$ cat config.mk
export PLATFORM = sky130hd
export DESIGN_NAME = key_tone_arbiter
export DESIGN_NICKNAME = d
export VERILOG_FILES = /design/src/rtl/key_tone_pkg.sv /design/src/rtl/key_debounce.sv /design/src/rtl/key_tone_arbiter.sv
export SDC_FILE = /design/constraint.sdc
export NUM_CORES = 1
export LEC_CHECK = 0
export ABC_AREA = 1
export ABC_CLOCK_PERIOD_IN_PS = 1600
export BUFFER_PORTS_ARGS = -buffer_cell sky130_fd_sc_hd__buf_2
export CORE_MARGIN = 2
export CORE_UTILIZATION = 51
export DETAILED_ROUTE_END_ITERATION = 7
export PLACE_DENSITY = 0.72
export SYNTH_ARGS = -nofsm -noshare
export SYNTH_HDL_FRONTEND = slang
export SYNTH_SLANG_ARGS = --single-unit
$ cat constraint.sdc
create_clock -name DCLK -period 1.6 [get_ports DCLK]
set_clock_uncertainty 0.05 [all_clocks]
set_input_delay 0.16 -clock DCLK [delete_from_list [all_inputs] [get_ports DCLK]]
set_output_delay 0.16 -clock DCLK [all_outputs]
set_load 0.01 [all_outputs]
$ cat src/rtl/key_tone_pkg.sv
// Shared types and note-table helpers for the key-to-tone arbiter.
// Half periods are computed at elaboration from CLK_HZ; nothing here becomes a runtime divider.
package key_tone_pkg;

    localparam int NUM_KEYS = 8;
    localparam int HP_W     = 18;

    typedef enum logic [1:0] {
        IDLE = 2'd0,
        PLAY = 2'd1,
        GAP  = 2'd2
    } state_e;

    typedef logic [NUM_KEYS-1:0][HP_W-1:0] note_table_t;

    // Equal-temperament frequencies in micro-hertz (A4 = 440 Hz), rounded to nearest DCLK cycle.
    function automatic logic [HP_W-1:0] note_half_period(input logic [2:0] idx, input longint clk_hz);
        longint f_uhz;
        case (idx)
            3'd0:    f_uhz = 261625565;
            3'd1:    f_uhz = 293664768;
            3'd2:    f_uhz = 329627557;
            3'd3:    f_uhz = 349228231;
            3'd4:    f_uhz = 391995436;
            3'd5:    f_uhz = 440000000;
            3'd6:    f_uhz = 493883301;
            default: f_uhz = 523251131;
        endcase
        return HP_W'((clk_hz * 1000000 + f_uhz) / (2 * f_uhz));
    endfunction

    function automatic note_table_t note_table(input longint clk_hz);
        note_table_t t;
        for (int i = 0; i < NUM_KEYS; i++) begin
            t[i] = note_half_period(3'(i), clk_hz);
        end
        return t;
    endfunction

endpackage

$ cat src/rtl/key_debounce.sv
// One key: two-flop synchroniser followed by a tick-sampled debounce counter.
module key_debounce #(
    parameter int DB_TICKS = 10
) (
    input  logic clk_i,
    input  logic rst_ni,
    input  logic tick_i,
    input  logic key_i,
    output logic state_o
);

    localparam int CNT_W = $clog2(DB_TICKS + 1);

    logic [1:0]       sync_q;
    logic             state_q, state_d;
    logic [CNT_W-1:0] cnt_q, cnt_d;

    always_ff @(posedge clk_i or negedge rst_ni) begin
        if (!rst_ni) begin
            sync_q  <= '0;
            state_q <= 1'b0;
            cnt_q   <= '0;
        end else begin
            sync_q  <= {sync_q[0], key_i};
            state_q <= state_d;
            cnt_q   <= cnt_d;
        end
    end

    // The DB_TICKS-th differing sample toggles the state instead of being stored.
    always_comb begin
        state_d = state_q;
        cnt_d   = cnt_q;
        if (tick_i) begin
            if (sync_q[1] == state_q) begin
                cnt_d = '0;
            end else if (cnt_q == CNT_W'(DB_TICKS - 1)) begin
                state_d = ~state_q;
                cnt_d   = '0;
            end else begin
                cnt_d = cnt_q + 1'b1;
            end
        end
    end

    assign state_o = state_q;

endmodule

$ cat src/rtl/key_tone_arbiter.sv
// Debounces eight piano keys and grants the shared tone generator to one key at a time.
module key_tone_arbiter
    import key_tone_pkg::*;
#(
    parameter int          TICK_DIV  = 50000,
    parameter int          DB_TICKS  = 10,
    parameter int          GAP_TICKS = 20,
    parameter int unsigned CLK_HZ    = 50000000
) (
    input  logic                DCLK,
    input  logic                RSTN,
    input  logic [NUM_KEYS-1:0] KEY,
    input  logic                ENABLE,
    output logic [NUM_KEYS-1:0] KEY_STATE,
    output logic                NOTE_ON,
    output logic [2:0]          NOTE_IDX,
    output logic [HP_W-1:0]     HALF_PERIOD
);

    localparam int          PRE_W      = $clog2(TICK_DIV);
    localparam int          GAP_W      = $clog2(GAP_TICKS + 1);
    localparam note_table_t NOTE_TABLE = note_table(longint'(CLK_HZ));

    logic [PRE_W-1:0] pre_q, pre_d;
    logic             tick;
    state_e           state_q, state_d;
    logic [GAP_W-1:0] gap_q, gap_d;
    logic             note_on_q, note_on_d;
    logic [2:0]       note_idx_q, note_idx_d;
    logic [HP_W-1:0]  hp_q, hp_d;
    logic [2:0]       grant_idx;

    assign tick  = (pre_q == PRE_W'(TICK_DIV - 1));
    assign pre_d = tick ? '0 : pre_q + 1'b1;

    for (genvar k = 0; k < NUM_KEYS; k++) begin : g_key
        key_debounce #(.DB_TICKS(DB_TICKS)) u_debounce (
            .clk_i   (DCLK),
            .rst_ni  (RSTN),
            .tick_i  (tick),
            .key_i   (KEY[k]),
            .state_o (KEY_STATE[k])
        );
    end

    // Lowest-index pressed key wins.
    always_comb begin
        grant_idx = '0;
        for (int i = NUM_KEYS - 1; i >= 0; i--) begin
            if (KEY_STATE[i]) grant_idx = 3'(i);
        end
    end

    always_comb begin
        state_d    = state_q;
        gap_d      = gap_q;
        note_on_d  = note_on_q;
        note_idx_d = note_idx_q;
        hp_d       = hp_q;
        if (!ENABLE) begin
            state_d   = IDLE;
            note_on_d = 1'b0;
        end else begin
            case (state_q)
                IDLE: begin
                    if (|KEY_STATE) begin
                        note_idx_d = grant_idx;
                        hp_d       = NOTE_TABLE[grant_idx];
                        note_on_d  = 1'b1;
                        state_d    = PLAY;
                    end
                end
                PLAY: begin
                    // No preemption: only the granted key's release matters here.
                    if (!KEY_STATE[note_idx_q]) begin
                        note_on_d = 1'b0;
                        gap_d     = '0;
                        state_d   = GAP;
                    end
                end
                GAP: begin
                    note_on_d = 1'b0;
                    if (tick) begin
                        gap_d = gap_q + 1'b1;
                        if (gap_q == GAP_W'(GAP_TICKS - 1)) state_d = IDLE;
                    end
                end
                default: begin
                    state_d   = IDLE;
                    note_on_d = 1'b0;
                end
            endcase
        end
    end

    always_ff @(posedge DCLK or negedge RSTN) begin
        if (!RSTN) begin
            pre_q      <= '0;
            state_q    <= IDLE;
            gap_q      <= '0;
            note_on_q  <= 1'b0;
            note_idx_q <= '0;
            hp_q       <= '0;
        end else begin
            pre_q      <= pre_d;
            state_q    <= state_d;
            gap_q      <= gap_d;
            note_on_q  <= note_on_d;
            note_idx_q <= note_idx_d;
            hp_q       <= hp_d;
        end
    end

    assign NOTE_ON     = note_on_q;
    assign NOTE_IDX    = note_idx_q;
    assign HALF_PERIOD = hp_q;

endmodule

==> results.rst <==
.. list-table::
   :header-rows: 1

   * - Metric
     - Value
   * - Final worst-path cycle share
     - 105%
   * - Yosys reg bits
     - 99
   * - Detailed Routing Iterations Pass 1
     - 4
   * - Upper clock frequency limit
     - around 600 MHz
   * - Number of diodes added for antenna fixing
     - 0
   * - Sequential fraction of design power
     - 61.0%
   * - Clock tree root buffer cell
     - sky130_fd_sc_hd__clkbuf_8
   * - Overflow left after global routing
     - 0
   * - IR Drop Worst-Case VDD
     - approximately 0.64 mV
   * - Final nets
     - 686
   * - Per-cell via count in the routed design
     - 5.12
   * - Ys Warns
     - 0
   * - Final max-slew violation count
     - 0
   * - Combinational family with the most area after synthesis
     - simple AND/OR/NAND/NOR gates
   * - Complex-gate fraction of the synthesized area
     - 9.73%
   * - Area of the mapped netlist
     - 5010 um^2
   * - Die outline width
     - 103 um
   * - Fraction of layout instances using a drive strength above 1
     - 29.3%
   * - Adder-cell share of the synthesized area
     - 5.99%
   * - Largest stage delay, worst path
     - 0.41 ns
   * - Most common cell on crit path
     - sky130_fd_sc_hd__nand2_1
   * - Vias in the first global route
     - 3938
   * - Simple logic cell fraction of the synthesized area
     - approximately a fifth
   * - Delay-heaviest family, CP
     - simple AND/OR/NAND/NOR gates
   * - Data arrival time at the worst-slack endpoint
     - 1.96 ns
   * - Initial Util
     - 52.0%
   * - HPWL after detailed placement
     - approximately 7.6 mm
   * - Cell leakage power
     - roughly 3.1 nW
   * - Result of the run
     - finished with violations
   * - Nature of the critical path endpoint
     - register
   * - Via count of the routed design
     - 4034
   * - Critical Setup Path Class
     - register to register
   * - Aggregate negative setup slack
     - -0.235 ns
   * - Routed WL per cell
     - 13.9 um
   * - Post-route DRC
     - 0
   * - Number of buffers between clock root and the deepest sink
     - 2
   * - Instance count of the mapped netlist
     - 549
   * - Area of the placeable core
     - 9640 um^2
   * - Placed cell areas
     - around 5700 um^2
   * - Number of buffer and inverter instances along the worst setup path
     - 1
   * - Syn_nets
     - between 500 and 600
   * - Number of levels in the clock H-tree
     - 3
   * - Overall power
     - 4.15 mW
   * - Synth unique cells
     - 40
   * - Maximum number of pins on one net before global-route repair
     - 33
   * - Antenna violations before repair
     - 0
   * - Tightest Hold Check Type
     - input port to register
   * - Endpoint required time on the critical path
     - between 1.5 and 2 ns
   * - Initial detailed-routing violation count
     - 170
   * - Net load switching power
     - 968 uW
   * - Final std cell area, no fill
     - 6200 um^2
   * - Worst-Skew Late Latency
     - 0.39 ns
   * - Crit path cell chain
     - o21ai_2 -> nand2_1 -> nand2_1 -> nand2_2 -> nand2_2 -> nand2_4 -> ha_4 -> inv_4 -> a21oi_4 -> o21ai_1 -> nand2_1
   * - Share of total power in combinational logic
     - 2.7%
   * - Max-cap violation count
     - 0
   * - GRT Total Usage
     - 21.6%
   * - Internal power
     - 3.18 mW
   * - Switching share of total power
     - a little under a quarter
   * - Number of primary I/O pins
     - 41
   * - Total length of routed wires
     - 10.9 mm
   * - Mux share of post-synthesis cell area
     - 0.200%
   * - GP Congestion
     - roughly 0.91
   * - TritonCTS clock tree
     - done
   * - Pwr Density
     - between 600 and 700 nW/um^2
   * - CP Launch Type
     - register
   * - Clock sink total
     - 99
   * - Chip Height
     - 103 um
   * - Core Rows
     - 36
   * - Post-CTS clock slew at the launch and capture registers of the worst setup and hold paths
     - about 0.1 ns
   * - # port buffers
     - 39
   * - Critical-path top delay cell
     - sky130_fd_sc_hd__dfrtp_1
   * - Residual antenna-violating net count after detailed routing
     - 0
   * - Final setup margin
     - -0.0722 ns
   * - Number of setup violations in the final report
     - 4
   * - Sequential-to-total area share from yosys stat
     - 49.4%
   * - Fraction of synthesized cell area in xor and xnor cells
     - between 5 and 6%
   * - Filler instances
     - 792
   * - Mean instance size in the synthesized netlist
     - slightly above 9 um^2
   * - First-pass GRT wire length
     - 17.7 mm
   * - Clock group share of total power
     - 36.3%
   * - Final Hold Violating Endpoints
     - 0
   * - Violated checks
     - negative setup slack
   * - Final period demand of the worst path
     - 1.67 ns
   * - Area of the die
     - ~11000 um^2
   * - Layout area overhead
     - 23.6%
   * - Number of clock buffers inserted by TritonCTS
     - 9
   * - Maximum net fanout on the critical path
     - 5
   * - RSZ-0062 raised after global routing
     - yes
[cell families after synthesis]
family / after synthesis
multiplexers: 1
other: 1
XOR/XNOR: 29
AO/OA/AOI/OAI: 77
AND/OR/NAND/NOR: 232
adder cells (fa/ha/maj): 24
flip-flops: 99
buffers and inverters: 86
[per-stage QoR]
| step | util, % | cells | hold WS [ns] | setup WS, ns |
|---|---|---|---|---|
| final | 64.3 | 788 | 0.0459 | -0.0722 |
| after global routing | 64.3 | 788 | 0.0390 | -0.181 |
| after CTS | 62.3 | 780 | 0.0307 | -0.0256 |
| after detailed placement | 58.8 | 751 | 0.0904 | -0.113 |
| after global placement | 58.8 | 751 | 0.0919 | -0.0429 |
| after floorplan | - | 549 | -0.186 | -0.00665 |
[layer usage]
metal	vias to the layer above	wire length, um	track usage, %
li1	1977	-	-
met2	68	5780	37.8
met1	1976	4610	26.5
met4	0	170	6.48
met3	13	354	5.36
met5	-	0	0
[layout by cell type (no fill, tap or decap), types with 11 or more instances in the layout]
cell type                 count
sky130_fd_sc_hd__inv_1       48
sky130_fd_sc_hd__nand3_1     42
sky130_fd_sc_hd__o21ai_0     23
sky130_fd_sc_hd__buf_4       53
sky130_fd_sc_hd__inv_2       13
sky130_fd_sc_hd__ha_1        20
sky130_fd_sc_hd__xor2_1      27
sky130_fd_sc_hd__dfrtp_1     99
sky130_fd_sc_hd__buf_2       38
sky130_fd_sc_hd__o21ai_1     11
sky130_fd_sc_hd__nand2_1    106
sky130_fd_sc_hd__nor2_1      37
[flip-flops by register name, indices dropped and copies added (netlist names)]
| signal | cells |
|---|---|
| HALF_PERIOD | 17 |
| NOTE_IDX | 2 |
| NOTE_ON | 1 |
| g_key.u_debounce.cnt_q | 32 |
| g_key.u_debounce.state_o | 8 |
| g_key.u_debounce.sync_q | 16 |
| gap_q | 5 |
| pre_q | 16 |
| state_q | 2 |
[tightest hold or removal path, cell delays in order]
cell,delay (ns)
sky130_fd_sc_hd__buf_2,0.13
sky130_fd_sc_hd__nand4_1,0.11
sky130_fd_sc_hd__nand2_1,0.05
[path summary, 6_finish.rpt]
| check | start | endpoint | slack (ns) | depth (start not counted) |
|---|---|---|---|---|
| max | g_key[6].u_debounce.state_o$_DFFE_PN0P_ | HALF_PERIOD[11]$_DFFE_PN0P_ | -0.07 | 11 |
| min | ENABLE | state_q[0]$_DFFE_PN0P_ | 0.05 | 3 |
| max reg2reg | g_key[6].u_debounce.state_o$_DFFE_PN0P_ | HALF_PERIOD[11]$_DFFE_PN0P_ | -0.07 | 11 |
| min reg2reg | g_key[1].u_debounce.sync_q[0]$_DFF_PN0_ | g_key[1].u_debounce.sync_q[1]$_DFF_PN0_ | 0.30 | 0 |
| max in group asynchronous | RSTN | HALF_PERIOD[3]$_DFFE_PN0P_ | 0.76 | 3 |
| min in group asynchronous | RSTN | g_key[4].u_debounce.cnt_q[0]$_DFFE_PN0N_ | 0.21 | 2 |
[layout make-up]
type	instances	area, um^2	share of cell area [%]
Inverter	67	265	4.28
Tap cell	133	166	2.68
Clock inverter	4	33.8	0.545
Timing Repair Buffer	109	828	13.4
Clock buffer	11	141	2.28
Sequential cell	99	2480	40.0
Multi-Input combinational cell	365	2290	36.9
[synthesized netlist by cell type, drive strengths merged]
master    n  share of area, %
nand2   115               8.9
dfrtp    99                49
inv      65               4.9
nand3    52               6.3
nor2     45               3.6
o21ai    45               5.2
xor2     27               4.7
ha       24               6.0
buf      18               3.0
o22ai    16               2.6
a21oi    12               1.3
nand4     8               1.0
nor3      6              0.80
or2       3              0.37
clkinv    2              0.20
nor4      2              0.25
xnor2     2              0.35
a22o      1              0.17
clkbuf    1             0.075
conb      1             0.075
mux2i     1              0.20
nand3b    1              0.15
o211a     1              0.20
o211ai    1              0.15
o21bai    1              0.15
[repair_timing]
item                                   CTS  global route
gates resized for setup                 13            42
cloned                                   0             2
pin swaps                                3            18
hold buffers                             9             0
endpoints found under the hold margin   37             0
setup buffers                            5             6
setup endpoints to repair               20            57
[power by group through the flow]
stage               Combinational, mW  Clock [mW]  Sequential, mW
floorplan                      0.0187           0            2.58
global placement               0.0965           0            2.58
detailed placement             0.0989           0            2.58
CTS                             0.116        1.55            2.53
global route                    0.130        1.66            2.53
finish                          0.112        1.50            2.53
(Power assumes the default switching activity.)
